## src/rtl/mc_control_fsm.sv

```systemverilog
// Multicycle RV32I/M control unit: sequences FETCH/DECODE/EXECUTE/MEM/WB,
// decodes ALU operations, handshakes with memory and records sticky traps.
module mc_control_fsm #(
    parameter int ENABLE_M     = 1,
    parameter int MEM_WAIT_MAX = 255
) (
    input  logic       clk,
    input  logic       rst_n,
    input  logic [6:0] opcode,
    input  logic [2:0] funct3,
    input  logic [6:0] funct7,
    input  logic       branch_res,
    input  logic       mem_ready,
    output logic       mem_req,
    output logic       mem_we,
    output logic       iord,
    output logic       ir_write,
    output logic       pc_write,
    output logic       pc_src,
    output logic       reg_write,
    output logic [1:0] wb_sel,
    output logic       alu_src_a,
    output logic [1:0] alu_src_b,
    output logic [3:0] alu_ctrl,
    output logic       trap,
    output logic [1:0] trap_cause
);

    typedef enum logic [3:0] {
        S_FETCH, S_DECODE, S_EXEC_R, S_EXEC_I, S_ADDR, S_MEM_RD,
        S_MEM_WR, S_WB_ALU, S_WB_MEM, S_BRANCH, S_JAL, S_TRAP
    } state_t;

    localparam logic [3:0] ALU_ADD = 4'd0,  ALU_SUB = 4'd1,  ALU_AND = 4'd2;
    localparam logic [3:0] ALU_OR  = 4'd3,  ALU_XOR = 4'd4,  ALU_SLL = 4'd5;
    localparam logic [3:0] ALU_SRL = 4'd6,  ALU_EQ  = 4'd7,  ALU_NE  = 4'd8;
    localparam logic [3:0] ALU_GE  = 4'd10, ALU_LT  = 4'd11, ALU_MUL = 4'd13;
    localparam logic [3:0] ALU_DIV = 4'd14, ALU_REM = 4'd15;

    localparam logic [1:0] CAUSE_ILLEGAL = 2'b01;
    localparam logic [1:0] CAUSE_TIMEOUT = 2'b10;
    // Counter value seen on the last permitted stalled cycle
    localparam logic [7:0] WAIT_LAST = 8'(MEM_WAIT_MAX - 1);

    state_t     state_q, state_d;
    logic [7:0] wait_cnt_q, wait_cnt_d;
    logic [1:0] trap_cause_q, trap_cause_d;

    logic [3:0] i_ctrl, r_ctrl, br_ctrl;
    logic       i_ill, r_ill, br_ill;
    logic       timeout;
    state_t     mem_next;

    logic       mem_req_c, mem_we_c, iord_c, ir_write_c, pc_write_c, pc_src_c;
    logic       reg_write_c, alu_src_a_c, trap_c;
    logic [1:0] wb_sel_c, alu_src_b_c;
    logic [3:0] alu_ctrl_c;

    // Instruction field decode into ALU op codes and legality flags
    always_comb begin
        i_ctrl = ALU_ADD;
        i_ill  = 1'b0;
        case (funct3)
            3'b000:  i_ctrl = ALU_ADD;
            3'b001:  i_ctrl = ALU_SLL;
            3'b010:  i_ctrl = ALU_LT;
            3'b100:  i_ctrl = ALU_XOR;
            3'b101:  i_ctrl = ALU_SRL;
            3'b110:  i_ctrl = ALU_OR;
            3'b111:  i_ctrl = ALU_AND;
            default: i_ill  = 1'b1;
        endcase

        r_ctrl = i_ctrl;
        r_ill  = i_ill;
        if (funct7 == 7'b0000001) begin
            // M extension; illegal as a whole when the multiplier is not built
            r_ctrl = ALU_ADD;
            r_ill  = (ENABLE_M == 0);
            case (funct3)
                3'b000:  r_ctrl = ALU_MUL;
                3'b100:  r_ctrl = ALU_DIV;
                3'b110:  r_ctrl = ALU_REM;
                default: r_ill  = 1'b1;
            endcase
        end else if (funct7 == 7'b0100000) begin
            // Only SUB uses this funct7; there is no arithmetic shift op
            r_ctrl = ALU_SUB;
            r_ill  = (funct3 != 3'b000);
        end else if (funct7 != 7'b0000000) begin
            r_ill  = 1'b1;
        end

        br_ctrl = ALU_EQ;
        br_ill  = 1'b0;
        case (funct3)
            3'b000:  br_ctrl = ALU_EQ;
            3'b001:  br_ctrl = ALU_NE;
            3'b100:  br_ctrl = ALU_LT;
            3'b101:  br_ctrl = ALU_GE;
            default: br_ill  = 1'b1;
        endcase
    end

    // Next-state, stall counter and trap cause selection
    always_comb begin
        state_d      = state_q;
        wait_cnt_d   = 8'd0;
        trap_cause_d = trap_cause_q;
        timeout      = (MEM_WAIT_MAX != 0) && (wait_cnt_q == WAIT_LAST);
        mem_next     = S_DECODE;
        if (state_q == S_MEM_RD) mem_next = S_WB_MEM;
        if (state_q == S_MEM_WR) mem_next = S_FETCH;

        case (state_q)
            S_FETCH, S_MEM_RD, S_MEM_WR: begin
                // A completion on the final allowed cycle beats the timeout
                if (mem_ready) begin
                    state_d = mem_next;
                end else if (timeout) begin
                    state_d      = S_TRAP;
                    trap_cause_d = CAUSE_TIMEOUT;
                end else begin
                    wait_cnt_d = wait_cnt_q + 8'd1;
                end
            end
            S_DECODE: begin
                case (opcode)
                    7'b0110011: state_d = r_ill  ? S_TRAP : S_EXEC_R;
                    7'b0010011: state_d = i_ill  ? S_TRAP : S_EXEC_I;
                    7'b0000011,
                    7'b0100011: state_d = S_ADDR;
                    7'b1100011: state_d = br_ill ? S_TRAP : S_BRANCH;
                    7'b1101111: state_d = S_JAL;
                    default:    state_d = S_TRAP;
                endcase
                if (state_d == S_TRAP) trap_cause_d = CAUSE_ILLEGAL;
            end
            S_EXEC_R, S_EXEC_I: state_d = S_WB_ALU;
            S_ADDR:   state_d = (opcode == 7'b0000011) ? S_MEM_RD : S_MEM_WR;
            S_WB_ALU, S_WB_MEM, S_BRANCH, S_JAL: state_d = S_FETCH;
            default:  state_d = S_TRAP;
        endcase
    end

    // State, stall counter and trap cause registers
    always_ff @(posedge clk or negedge rst_n) begin
        if (!rst_n) begin
            state_q      <= S_FETCH;
            wait_cnt_q   <= 8'd0;
            trap_cause_q <= 2'b00;
        end else begin
            state_q      <= state_d;
            wait_cnt_q   <= wait_cnt_d;
            trap_cause_q <= trap_cause_d;
        end
    end

    // Datapath strobes decoded from the current state
    always_comb begin
        mem_req_c   = 1'b0;
        mem_we_c    = 1'b0;
        iord_c      = 1'b0;
        ir_write_c  = 1'b0;
        pc_write_c  = 1'b0;
        pc_src_c    = 1'b0;
        reg_write_c = 1'b0;
        wb_sel_c    = 2'd0;
        alu_src_a_c = 1'b0;
        alu_src_b_c = 2'd0;
        alu_ctrl_c  = ALU_ADD;
        trap_c      = 1'b0;
        case (state_q)
            S_FETCH: begin
                mem_req_c   = 1'b1;
                alu_src_b_c = 2'd1;
                ir_write_c  = mem_ready;
                pc_write_c  = mem_ready;
            end
            S_DECODE: alu_src_b_c = 2'd2;
            S_EXEC_R: begin
                alu_src_a_c = 1'b1;
                alu_ctrl_c  = r_ctrl;
            end
            S_EXEC_I: begin
                alu_src_a_c = 1'b1;
                alu_src_b_c = 2'd2;
                alu_ctrl_c  = i_ctrl;
            end
            S_ADDR: begin
                alu_src_a_c = 1'b1;
                alu_src_b_c = 2'd2;
            end
            S_MEM_RD: begin
                mem_req_c = 1'b1;
                iord_c    = 1'b1;
            end
            S_MEM_WR: begin
                mem_req_c = 1'b1;
                mem_we_c  = 1'b1;
                iord_c    = 1'b1;
            end
            S_WB_ALU: reg_write_c = 1'b1;
            S_WB_MEM: begin
                reg_write_c = 1'b1;
                wb_sel_c    = 2'd1;
            end
            S_BRANCH: begin
                alu_src_a_c = 1'b1;
                alu_ctrl_c  = br_ctrl;
                pc_write_c  = branch_res;
                pc_src_c    = 1'b1;
            end
            S_JAL: begin
                reg_write_c = 1'b1;
                wb_sel_c    = 2'd2;
                pc_write_c  = 1'b1;
                pc_src_c    = 1'b1;
            end
            S_TRAP:  trap_c = 1'b1;
            default: trap_c = 1'b0;
        endcase
    end

    // Reset forces every output low immediately, even mid-transaction
    assign mem_req    = rst_n & mem_req_c;
    assign mem_we     = rst_n & mem_we_c;
    assign iord       = rst_n & iord_c;
    assign ir_write   = rst_n & ir_write_c;
    assign pc_write   = rst_n & pc_write_c;
    assign pc_src     = rst_n & pc_src_c;
    assign reg_write  = rst_n & reg_write_c;
    assign wb_sel     = rst_n ? wb_sel_c    : 2'd0;
    assign alu_src_a  = rst_n & alu_src_a_c;
    assign alu_src_b  = rst_n ? alu_src_b_c : 2'd0;
    assign alu_ctrl   = rst_n ? alu_ctrl_c  : 4'd0;
    assign trap       = rst_n & trap_c;
    assign trap_cause = rst_n ? trap_cause_q : 2'd0;

endmodule

```

## config.mk

```make
export PLATFORM = sky130hd
export DESIGN_NAME = mc_control_fsm
export DESIGN_NICKNAME = d
export VERILOG_FILES = /design/src/rtl/mc_control_fsm.sv
export SDC_FILE = /design/constraint.sdc
export NUM_CORES = 1
export LEC_CHECK = 0
export BUFFER_PORTS_ARGS = -buffer_cell sky130_fd_sc_hd__buf_2
export CAP_MARGIN = 20
export CORE_ASPECT_RATIO = 1.75
export CORE_MARGIN = 2
export CORE_UTILIZATION = 56
export CTS_CLUSTER_DIAMETER = 50
export DETAILED_ROUTE_END_ITERATION = 10
export PLACE_DENSITY = 0.85
export SLEW_MARGIN = 15
export SYNTH_ARGS = -nofsm -noshare
export SYNTH_HDL_FRONTEND = slang
export SYNTH_SLANG_ARGS = --single-unit
```

## constraint.sdc

```tcl
create_clock -name clk -period 3.45 [get_ports clk]
set_input_delay 0.69 -clock clk [delete_from_list [all_inputs] [get_ports clk]]
set_output_delay 0.69 -clock clk [all_outputs]
set_load 0.1 [all_outputs]
```

==> flow_summary_export.csv <==
group,metric,value,unit
timing,hold_viol_final,0,
floorplan,die_x,42.37,um
synthesis,synthArstFlopShare,1.000,
synthesis,synth.distinct_cells,54,
clock_network,root_buffer,"clkbuf_8",
drt,route.vias.total,1564,
pwr,p_int,0.0005570,W
critical_path,r2r_start,"state_q[1]$_DFFE_PN0P_",
synthesis,synth_edf_count,0,
critical_path,cpPeakStageDelay,0.55,ns
timing,worst_pin_slew,0.5254,ns
grt,gr-total-overflow,0,
layout,n_fill_cell,230,
critical_path,critical_path.top_delay_family,"simple AND/OR/NAND/NOR gates",
critical_path,critPathSlowestCell,"or4_4",
placed_design,post-place-cells,253,
timing,relSlewSlack,0.6497,
floorplan,die-area,0.003014,mm^2
drt,dr.first_iter.drc_count,28,
clock_network,clk_latency,0.25,ns
pwr,power.switching,0.0007515,W
clock_network,post_cts_resized,0,
layout,drive_gt1_frac,0.2814,
critical_path,cp-endpoint,"alu_ctrl[2]",
layout,regArea,350.3,um^2
layout,areaGrowthSynthToFinish,23.16,%
synthesis,syn_inst,193,
pwr,pwr-share-seq,0.199,
drt,wl,3.784,mm
synthesis,synth-seq-cells,14,
status,status,"finished clean",
timing,timing.final.crit_share,0.8894,
grt,grt_pass1_vias,1593,
timing,whs,0.3153,ns
floorplan,die_h,71.14,um
layout,layout_commonest_cell,"buf_2",
clock_network,cts_hold_buf,0,
critical_path,worstPathArrival,2.38,ns
critical_path,reg2reg_setup_slack,1.64,ns
layout,nets,255,
grt,track_usage,0.2753,
critical_path,r2r_end,"state_q[3]$_DFFE_PN0P_",
drt,first_pass_iters,4,
placed_design,portBuffers,39,
clock_network,cts_made_buffers,3,
drt,vias_per_cell,6.086,
pwr,comb_power_share,0.679,
timing,finalClockSkew,0.002909,ns
job,timing.max_cap.violations,0,
timing,slew_violations,0,
timing,setup_slack,0.3817,ns
critical_path,crit_top_cell,"buf_2",
clock_network,cts_setup_buffers,0,
placed_design,place_ws,0.3868,ns
critical_path,worst-path-max-fanout,5,
timing,rsz0062_at_grt,"no",
synthesis,synthFlopType,"dfrtp_1",
timing,period_minus_slack,3.068,ns
pwr,power_density,736.4,mW/mm^2
layout,stdcell_count,257,
synthesis,synth_area_per_cell,7.475,um^2
hold_path,worstHoldPathType,"in2async",
critical_path,startpoint_type,"input port",
pwr,irDropWorstVdd,0.5907,mV
synthesis,synthesis.nets,216,
layout,layout_common_cells,"buf_2 (38), nor2_1 (26), nand2_1 (16)",
drt,drtAntennaViolNets,0,
critical_path,crit_chain,"buf_2, or4_4, nor2_2, o21ai_1, a21oi_1, a211oi_2, buf_2",
placed_design,dpl.hpwl,3.000,mm
pwr,leakage,0.8061,nW
floorplan,start_util,0.5859,
critical_path,reg2reg_depth,5,
timing,setup_viol,0,
critical_path,endpoint_kind,"primary output",
grt,grt_first_pass_wirelength,6.672,mm
critical_path,path_class,"in2out",
pwr,clock_power_share,0.122,
clock_network,cts_sinks,14,
layout,fin_util,0.7215,
timing,setup_tns,0,ns
placed_design,gp_congestion,0.9169,
timing,max_freq,325.9,MHz
clock_network,path_clk_slew,0.05,ns
clock_network,tritoncts,"built",
clock_network,h-tree-depth,1,
layout,antenna-diode-count,0,
drt,drt-wirelength-per-cell,14.72,um
floorplan,rows,24,
drt,drc,0,
clock_network,clockBufferDepth,2,
floorplan,ioPinCount,40,
floorplan,core_area,0.002462,mm^2
synthesis,yosys_warnings,0,
critical_path,worstPathRequired,2.76,ns
grt,antenna_found_initial,0,
synthesis,ys_seq_area_frac,0.2428,
critical_path,cp_num_buf_inv,2,
synthesis,syn_area,0.001443,mm^2
pwr,switching_share,0.5743,
critical_path,worstSetupPathDepth,7,
grt,grt_start_max_net_pins,17,
critical_path,crit_start,"funct7[4]",
layout,multi_input_area,0.001061,mm^2
[worst min path at each step]
stage	from	endpoint
floorplan	rst_n	state_q[0]$_DFFE_PN0P_
global placement	trap_cause_q[1]$_DFFE_PN0P_	trap_cause_q[1]$_DFFE_PN0P_
detailed placement	trap_cause_q[1]$_DFFE_PN0P_	trap_cause_q[1]$_DFFE_PN0P_
CTS	rst_n	state_q[2]$_DFFE_PN0P_
global route	rst_n	state_q[2]$_DFFE_PN0P_
finish	rst_n	state_q[2]$_DFFE_PN0P_
[layout make-up]
class,instances,area share
multi-input combinational,160,0.5972
timing repair buffer,43,0.1352
clock buffer,4,0.03099
inverter,10,0.02113
sequential,14,0.1972
tap,26,0.01831
[cell families (layout without fill, tap and decap cells)]
kind of cell / after synthesis / after routing / synth area share
and+or+nand+nor: 98 / 98 / 0.3825
AOI/OAI and AO/OA: 49 / 49 / 0.2333
buffers and inverters: 19 / 57 / 0.05204
adders and majority gates: 2 / 2 / 0.01734
xor gates and xnor gates: 7 / 7 / 0.04250
DFF: 14 / 14 / 0.2428
muxes: 4 / 4 / 0.02949
[stage by stage]
| stage | total power (W) | instance area [um^2] |
|---|---|---|
| final | 0.001308 | 1777 |
| after global routing | 0.001397 | 1777 |
| after floorplan | 0.0009826 | 1486 |
| after CTS | 0.001310 | 1777 |
| after detailed placement | 0.001148 | 1722 |
| after global placement | 0.001136 | 1722 |
[power by group through the flow]
stage	registers, W	logic, W	clock network [W]
detailed placement	0.000262	0.000886	0
global placement	0.000262	0.000874	0
CTS	0.000260	0.000889	0.000162
finish	0.000261	0.000888	0.000160
floorplan	0.000222	0.000760	0
global route	0.000270	0.000956	0.000172
[synth_stat cells (2+ instances only)]
cell type,n,area share
nor2b_1,4,0.017
inv_1,10,0.026
a31oi_1,2,0.0087
o21ai_1,3,0.010
nand2b_1,8,0.035
nor3_4,2,0.023
a221oi_1,2,0.012
buf_2,3,0.010
a311oi_1,2,0.012
a21oi_1,14,0.049
nand2_1,16,0.042
a211oi_1,3,0.016
nand3b_1,4,0.021
o21ai_0,5,0.017
nor3_1,7,0.024
dfrtp_1,14,0.24
nor2_1,26,0.068
and3_1,3,0.013
mux2_2,2,0.016
ha_1,2,0.017
nor4_1,2,0.0087
mux2i_1,2,0.014
o31ai_1,2,0.010
o211ai_1,3,0.016
or3_1,3,0.013
nand4_1,4,0.017
xor2_1,6,0.036
nand3_1,6,0.021
and2_1,3,0.013
clkbuf_1,5,0.013
o21a_1,2,0.010
[layer usage]
layer | wire length, um | vias to the layer above | share of wire | track usage
met5 | 0 | - | 0 | 0
met4 | 136 | 0 | 0.036 | 0.1424
met3 | 105 | 12 | 0.028 | 0.02551
met2 | 2222 | 39 | 0.59 | 0.5368
met1 | 1320 | 741 | 0.35 | 0.2727
li1 | - | 772 | - | -
[registers in the layout, indices dropped and copies added, names as in the netlist]
register	flops
state_q	4
trap_cause_q	2
wait_cnt_q	8
Note: power is estimated with default switching activity, not from simulation.
